`src/rtl/sklansky_sad_unit.sv`:
```
// rtl/sklansky_sad_unit.sv - pipelined sum-of-absolute-differences engine on Sklansky prefix adders
//
// Optional build macro: SKLANSKY_SAD_SIGNED_EN (two's complement samples; unsigned when undefined)
//
// sklansky_sad_unit_adder ports:
//    x, y      N-bit addends
//    cin       carry in
//    sum       N-bit sum (carry out discarded)
//
// sklansky_sad_unit ports:
//    clock     rising-edge clock
//    reset_n   synchronous active-low reset
//    clear     synchronous flush of the partial block
//    in_valid  sample pair valid
//    in_ready  unit can accept a sample pair
//    a, b      WIDTH-bit samples
//    out_valid sad holds a completed block result
//    out_ready consumer accepts the result
//    sad       ACC_W-bit block result

module sklansky_sad_unit_adder #(
   parameter int N = 8
) (
   input  logic [N-1:0] x,
   input  logic [N-1:0] y,
   input  logic         cin,
   output logic [N-1:0] sum
);
   localparam int LV = $clog2(N);

   logic [N-1:0] hp;
   logic [N-1:0] carry;

   assign hp = x ^ y;

   // Each level holds group generate/propagate spanning back from bit i; level LV
   // gives the carry out of bits [i:0] with cin folded into bit 0's generate.
   for (genvar l = 0; l <= LV; l++) begin : lv
      logic [N-1:0] gg;
      logic [N-1:0] pp;
      if (l == 0) begin : base
         assign gg = (x & y) | {{(N-1){1'b0}}, hp[0] & cin};
         assign pp = hp;
      end else begin : comb
         for (genvar i = 0; i < N; i++) begin : bitc
            if (((i >> (l - 1)) & 1) == 1) begin : blk
               // Combine with the top bit of the preceding 2^(l-1) block.
               localparam int J = ((i >> (l - 1)) << (l - 1)) - 1;
               assign gg[i] = lv[l-1].gg[i] | (lv[l-1].pp[i] & lv[l-1].gg[J]);
               assign pp[i] = lv[l-1].pp[i] & lv[l-1].pp[J];
            end else begin : pass
               assign gg[i] = lv[l-1].gg[i];
               assign pp[i] = lv[l-1].pp[i];
            end
         end
      end
   end

   assign carry = {lv[LV].gg[N-2:0], cin};
   assign sum   = hp ^ carry;
endmodule

module sklansky_sad_unit #(
   parameter int WIDTH     = 8,
   parameter int BLOCK_LEN = 16
) (
   input  logic                                  clock,
   input  logic                                  reset_n,
   input  logic                                  clear,
   input  logic                                  in_valid,
   output logic                                  in_ready,
   input  logic [WIDTH-1:0]                      a,
   input  logic [WIDTH-1:0]                      b,
   output logic                                  out_valid,
   input  logic                                  out_ready,
   output logic [WIDTH+$clog2(BLOCK_LEN)-1:0]    sad
);
   localparam int ACC_W = WIDTH + $clog2(BLOCK_LEN);
   localparam int CNT_W = $clog2(BLOCK_LEN) + 1;
   localparam logic [CNT_W-1:0] CNT_LAST = CNT_W'(BLOCK_LEN - 1);

   logic             stall;
   logic             accept;
   logic [WIDTH:0]   ax;
   logic [WIDTH:0]   bx;
   logic [WIDTH:0]   d_ab;
   logic [WIDTH:0]   d_ba;
   logic [WIDTH-1:0] abs_diff;

   logic [CNT_W-1:0] cnt;
   logic [CNT_W-1:0] cnt_inc;
   logic             cnt_last;

   logic [WIDTH-1:0] s1_abs;
   logic             s1_valid;
   logic             s1_last;

   logic [ACC_W-1:0] acc;
   logic [ACC_W-1:0] acc_sum;

   assign stall    = out_valid & ~out_ready;
   assign in_ready = ~stall & ~clear;
   assign accept   = in_valid & in_ready;

`ifdef SKLANSKY_SAD_SIGNED_EN
   assign ax = {a[WIDTH-1], a};
   assign bx = {b[WIDTH-1], b};
`else
   assign ax = {1'b0, a};
   assign bx = {1'b0, b};
`endif

   // Subtraction as x + ~y + 1; one extra bit makes d_ab[WIDTH] the borrow/sign
   // in both signed and unsigned modes.
   sklansky_sad_unit_adder #(.N(WIDTH + 1)) u_ab (
      .x   (ax),
      .y   (~bx),
      .cin (1'b1),
      .sum (d_ab)
   );

   sklansky_sad_unit_adder #(.N(WIDTH + 1)) u_ba (
      .x   (bx),
      .y   (~ax),
      .cin (1'b1),
      .sum (d_ba)
   );

   assign abs_diff = d_ab[WIDTH] ? d_ba[WIDTH-1:0] : d_ab[WIDTH-1:0];

   sklansky_sad_unit_adder #(.N(CNT_W)) u_cnt (
      .x   (cnt),
      .y   ({CNT_W{1'b0}}),
      .cin (1'b1),
      .sum (cnt_inc)
   );

   assign cnt_last = (cnt == CNT_LAST);

   sklansky_sad_unit_adder #(.N(ACC_W)) u_acc (
      .x   (acc),
      .y   ({{(ACC_W-WIDTH){1'b0}}, s1_abs}),
      .cin (1'b0),
      .sum (acc_sum)
   );

   always_ff @(posedge clock) begin
      if (!reset_n) begin
         cnt       <= '0;
         s1_abs    <= '0;
         s1_valid  <= 1'b0;
         s1_last   <= 1'b0;
         acc       <= '0;
         sad       <= '0;
         out_valid <= 1'b0;
      end else if (clear) begin
         cnt      <= '0;
         s1_valid <= 1'b0;
         acc      <= '0;
         // The output handshake still completes during a flush.
         if (out_ready) begin
            out_valid <= 1'b0;
         end
      end else begin
         if (out_ready) begin
            out_valid <= 1'b0;
         end
         // A completed block written here overrides the drop above.
         if (s1_valid && !stall) begin
            if (s1_last) begin
               sad       <= acc_sum;
               out_valid <= 1'b1;
               acc       <= '0;
            end else begin
               acc <= acc_sum;
            end
         end
         if (!stall) begin
            if (accept) begin
               s1_abs   <= abs_diff;
               s1_valid <= 1'b1;
               s1_last  <= cnt_last;
               cnt      <= cnt_last ? '0 : cnt_inc;
            end else begin
               s1_valid <= 1'b0;
            end
         end
      end
   end
endmodule

```
`config.mk`:
```
export PLATFORM = sky130hd
export DESIGN_NAME = sklansky_sad_unit
export DESIGN_NICKNAME = d
export VERILOG_FILES = /design/src/rtl/sklansky_sad_unit.sv
export SDC_FILE = /design/constraint.sdc
export NUM_CORES = 1
export LEC_CHECK = 0
export CORE_ASPECT_RATIO = 0.8
export CORE_MARGIN = 3
export CORE_UTILIZATION = 40
export CTS_CLUSTER_DIAMETER = 40
export DETAILED_ROUTE_END_ITERATION = 8
export SETUP_SLACK_MARGIN = 0.3
export SLEW_MARGIN = 20
export SYNTH_ARGS = -nofsm -noshare
export SYNTH_HDL_FRONTEND = slang
export SYNTH_SLANG_ARGS = --single-unit
```
`constraint.sdc`:
```
create_clock -name clock -period 3.9 [get_ports clock]
set_clock_uncertainty 0.15 [all_clocks]
set_input_delay 0.78 -clock clock [delete_from_list [all_inputs] [get_ports clock]]
set_output_delay 0.78 -clock clock [all_outputs]
set_load 0.03 [all_outputs]
```
; Word level (Yosys, flattened, before mapping)
; Cells that the tools add are included.
[word_totals]
reg_bits = 40
latchBits = 0
ram_bits = 0
mem_bits_ro = 0
mem_count = 0
[op_classes]
n_addsub = 0
n_mul = 0
div = 0
magnitude_cmp = 0
eq_ne = 1
n_shift = 0
mux = 8
n_bitwise = 116
n_reduce_logical = 6
[ops]
columns = cell, n
row1 = AND 1 bit, 60
row2 = bitwise OR 1 bit, 38
row3 = bitwise XOR 8 bit, 2
row4 = 2-to-1 mux 12 bit, 1
row5 = bitwise XOR 12 bit, 1
row6 = bitwise XOR 12 x 8 -> 12 bit, 1
row7 = AND 11 x 8 -> 11 bit, 1
row8 = NOT 8 -> 9 bit, 1
row9 = bitwise XOR 8 x 9 -> 9 bit, 1
row10 = bitwise XOR 9 bit, 1
row11 = AND 8 bit, 1
row12 = 2-to-1 mux 8 bit, 1
row13 = NOT 8 bit, 1
row14 = bitwise OR 8 x 1 -> 8 bit, 1
row15 = AND 7 bit, 1
row16 = bitwise OR 7 x 1 -> 7 bit, 1
row17 = AND reduction 3 bit, 2
row18 = "== test 5 x 4 -> 1 bit, second input constant", 1
row19 = 2-to-1 mux 1 bit, 5
row20 = 2-to-1 mux 5 bit, 1
row21 = bitwise XOR 5 bit, 1
row22 = NOT 1 bit, 4
row23 = AND reduction 2 bit, 1
row24 = OR reduction 2 bit, 1
row25 = 2 further kinds, 2

; Logic depth before layout (Yosys ltp)
[logic_depth]
depth_word = 11
depth_mapped = 12

; Hierarchy
; Synthesis repeated with hierarchy kept, for this count alone.
[hier_totals]
cells_unflattened = 354
hier_area_um2 = 3143.0
[by_module_without_submodules]
columns = mod, instances, cells_per_inst, area_per_inst_um2
row1 = sklansky_sad_unit, 1, 205, 1801.7
row2 = sklansky_sad_unit_adder at u_ab ..., 2, 35, 325.3
row3 = sklansky_sad_unit_adder at u_acc, 1, 58, 521.8
row4 = sklansky_sad_unit_adder at u_cnt, 1, 21, 168.9

; Least setup slack after synthesis
; Ideal clock, no wire load.
[synth_path]
path_type = input to register
startpoint = in a[0]
endpoint = reg s1_abs[1]
setup_time_ps = 67
arrival_ps = 2448
slack_ps = 1235
stages = 9
path_cell_list = inv_1 > ha_1 > fa_1 > nor2b_1 > o2111ai_1 > a21oi_2 > or2_4 > mux2_4 > o21ai_2
[synth_between]
elab_chain_len = 10
elab_cells_between_ends = 16
[synth_lines]
columns = element, line
row1 = start: declaration, 72  ; input logic [WIDTH-1:0] a,
row2 = AND 8 bit / bitwise XOR 8 x 9 -> 9 bit (equally long branches), "42, 34"
row3 = bitwise OR 8 x 1 -> 8 bit, 42  ; assign gg = (x & y) | {{(N-1){1'b0}}, hp[0] & cin};
row4 = AND 1 bit, 49  ; assign gg[i] = lv[l-1].gg[i] | (lv[l-1].pp[i] & lv[l-1].gg[J]);
row5 = bitwise OR 1 bit, 49
row6 = AND 1 bit, 49
row7 = bitwise OR 1 bit, 49
row8 = AND 1 bit, 49
row9 = bitwise OR 1 bit, 49
row10 = bitwise XOR 9 bit, 60  ; assign sum = hp ^ carry;
row11 = 2-to-1 mux 8 bit *, 129  ; assign abs_diff = d_ab[WIDTH] ? d_ba[WIDTH-1:0] : d_ab[WIDTH-1:0];
row12 = end signal: assignment, 180  ; s1_abs <= abs_diff;
row13 = end: declaration, 94  ; logic [WIDTH-1:0] s1_abs;
; Mark *: on every way between the ends. The rest lies on a longest branch, timed or not.
; A chain may end at the register's enable or synchronous reset.

; Final worst setup path
[layout_path]
startpoint = in clear
endpoint = out in_ready
[layout_between]
elab_chain_len = 2
[layout_lines]
columns = element, line
row1 = start: declaration, 69  ; input logic clear,
row2 = NOT 1 bit (no source line), n/a
row3 = AND 1 bit, 102  ; assign in_ready = ~stall & ~clear;
row4 = end: declaration, 71  ; output logic in_ready,
; No other way between the ends.

==> results.md <==
- Reg power frac: between 40% and 50%
- Simple-gate portion of the synthesized area: 23.13%
- Syn_area_per_cell: between 8 and 9 um2
- TritonCTS clock tree: done
- Final wirelength: around 5700 um
- Synth Flop Type: dfxtp_1
- Synth Register Bits: 40
- Post-synthesis adder-cell area fraction: between 10% and 20%
- Synthesis Warnings: 0
- Synth top area share: 30.96%
- HP Start: sad[0]$_SDFFE_PN0P_
- Initial antenna violation count: 0
- RSZ-0062 raised after global routing: no
- CP endpoint kind: output port
- Clk slew on worst S/H paths: ~0.08 ns
- Most common cell after layout, fill and taps aside: dfxtp_1
- Largest family of logic cells by synthesized area: simple AND/OR/NAND/NOR gates
- CP Class: in2out
- Most frequent cells in the layout: dfxtp_1 (40), clkdlybuf4s50_1 (34), a21oi_1 (31)
- Hold Crit Depth: 2
- Final hold vios: 0
- R2R Setup Slk: roughly 1.3 ns
- Hpwl dp: about 4300 um
- Port Buffers: 34
- Seq/Total Area, Yosys: a little under a third
- Vias after detailed routing: between 2,000 and 2,500
- DIE AREA: 7473 um2
- Post-CTS setup buffers: 0
- Clock power share: between 30% and 40%
- Final core utilization: just over 50%
- Drt first pass iters: 4
- Net Count, Synth: between 300 and 400
- Root Buffer: clkbuf_8
- Worst Hold End: sad[0]$_SDFFE_PN0P_
- Area Growth Syn to Fin: 19.84%
- Peak Freq: 322.0 MHz
- Post-synthesis compound-gate area fraction: between 10% and 20%
- Leak: between 1 and 1.5 nW
- FF-to-FF path depth: 12
- I/O pin total: 35
- Total grt overflow: 0
- Post-Syn Area: ~2600 um2
- Via-to-Cell Ratio: just over 5
- Status: finished, final reports clean
- Area leader, netlist: dfxtp_1
- Die width: ~96 um
- Capture point of the worst reg-to-reg path: acc[9]$_SDFFE_PP0P_
- Psw: ~0.00024 W
- Placer Congestion: approximately 0.8
- Power Density: slightly below 300 nW/um2
- Int Power: approximately 0.0007 W
- Initial Util: about 43%
- Slew HR: ~61%
- VDD IR max: 0.1380 mV
- Bufs on Longest Clock Path: 2
- Core Footprint: between 6000 and 7000 um2
- Largest net degree at the start of global routing: 28
- Row count: 25
- Crit path launch type: input pin
- Synth area leaders: dfxtp_1 (31%), ha_1 (11%), fa_1 (6.2%), a21oi_1 (6.0%), nor2_1 (3.9%)
- Hold crit path type: reg2reg
- Switching Share: between 20% and 30%
- Yosys cell types: 57
- TritonCTS Buffers: 5
- Overall routing resource usage: approximately 17%
- Worst r2r src: s1_abs[0]$_SDFFE_PN0P_
- Ant diodes: 0
- Worst path arrival time: between 2 and 2.5 ns
- EDFF count, synth: 0
- Worst skew pair latency: between 0.2 and 0.3 ns
- First DRT Iteration DRCs: 85
- Number of global-route vias before repair: 2,078
- Slew @ Worst Pin: 0.5770 ns
- Mux share of post-synthesis cell area: 1.451%
- Min cycle time layout: 3.106 ns
- Nets@finish: between 300 and 400
- Pins Over Slew Limit: 0
- Drc violations: 0
- XOR/XNOR Fraction of Synth Area: 2.371%
- CTS Sinks: 40
- Layout cell share with drive strength beyond 1: between 8 and 9%
- Post-Syn Instances: approximately 310
- Setup_tns: 0 ns
- Post-DRT Antenna Nets: 0
- WL/cell: between 10 and 15 um
- Tcrit/Tclk final: 79.64%
- Part of the power in combinational logic: 17.9%
- Async S/R FF share, synth: 0%
- Post-CTS Resized: 0
- Global-route wire length before repair: 9832 um
- H-tree depth: 2
- Finish-stage setup viols: 0
- Die Ht: approximately 78 um
- Maxcap violations: 0
- CTS hold repair buffers: 0
- Crit path required time: roughly 3.0 ns
- CP Max Fanout: 5
==> state kept, by name (all words and copies together), names as in the netlist <==
signal	count
s1_valid	1
acc	12
out_valid	1
cnt	5
s1_last	1
s1_abs	8
sad	12
==> final cells by class <==
cell class / instances / area [um2]
Fill cell: 606 / 2969
Multi-Input combinational cell: 226 / 1633
Sequential cell: 40 / 800.8
Timing Repair Buffer: 37 / 362.8
Tap cell: 81 / 101.3
Inverter: 25 / 93.84
Clock buffer: 6 / 72.57
Clock inverter: 2 / 35.03
==> power groups by stage <==
stage | clock, W | combinational, W | sequential (W)
2_1_floorplan | 0 | 0.000111 | 0.000429
3_3_place_gp | 0 | 0.000163 | 0.000432
3_5_place_dp | 0 | 0.000164 | 0.000432
4_1_cts | 0.000345 | 0.000165 | 0.000422
5_1_grt | 0.000364 | 0.000186 | 0.000423
6_report | 0.000334 | 0.000165 | 0.000422
==> worst max-delay path, stage by stage <==
cell,delay (ns)
clkdlybuf4s50_1,0.49
nor2_1,0.20
clkdlybuf4s50_1,0.70
==> cells by family (layout without fill, tap and decap cells) <==
family,Yosys count,after routing
AOI/OAI and AO/OA,74,74
xor gates and xnor gates,7,7
adders and majority gates,31,31
buffers and inverters,39,70
DFF,40,40
muxes,3,3
and+or+nand+nor,111,111
==> worst max path at each step <==
| stage | startpoint | to | slack, ns | cells past startpoint |
|---|---|---|---|---|
| after detailed placement | a[0] | s1_abs[1]$_SDFFE_PN0P_ | 0.54 | 10 |
| after global placement | a[0] | s1_abs[1]$_SDFFE_PN0P_ | 0.60 | 10 |
| after CTS | clear | in_ready | 0.78 | 3 |
| after global routing | a[2] | s1_abs[7]$_SDFFE_PN0P_ | 0.69 | 9 |
| final | clear | in_ready | 0.79 | 3 |
| after floorplan | a[0] | s1_abs[1]$_SDFFE_PN0P_ | 1.23 | 9 |
==> cells in the mapped netlist (4+ instances only) <==
library cell	count
clkbuf_1	6
nand3b_1	7
nor2_1	27
fa_1	8
o21ai_0	13
nand3_1	11
inv_1	24
a211oi_1	5
or3_1	4
xor2_1	4
ha_1	23
buf_2	5
nand2b_1	4
a21oi_1	31
dfxtp_1	40
nand2_1	23
nor3_1	11
==> metal layers <==
layer	vias to the layer above	track usage, %	wire, um
li1	1119	-	-
met1	1005	25.46	3068
met2	34	23.66	2345
met3	5	3.585	226
met4	0	3.409	29
met5	-	0	0
==> stage by stage <==
stage / power, W / setup slack (ns) / hold WS [ns] / std cells / cell area (um2)
6_report: 0.0009208 / 0.7942 / 0.3104 / 417 / 3099
2_1_floorplan: 0.0005403 / 1.235 / 0.2856 / 305 / 2586
5_1_grt: 0.0009733 / 0.6925 / 0.3271 / 417 / 3099
4_1_cts: 0.0009323 / 0.7815 / 0.3169 / 417 / 3099
3_3_place_gp: 0.0005953 / 0.5968 / 0.2953 / 409 / 2992
3_5_place_dp: 0.0005954 / 0.5377 / 0.3052 / 409 / 2992
Power figures use the tool's default switching activity.
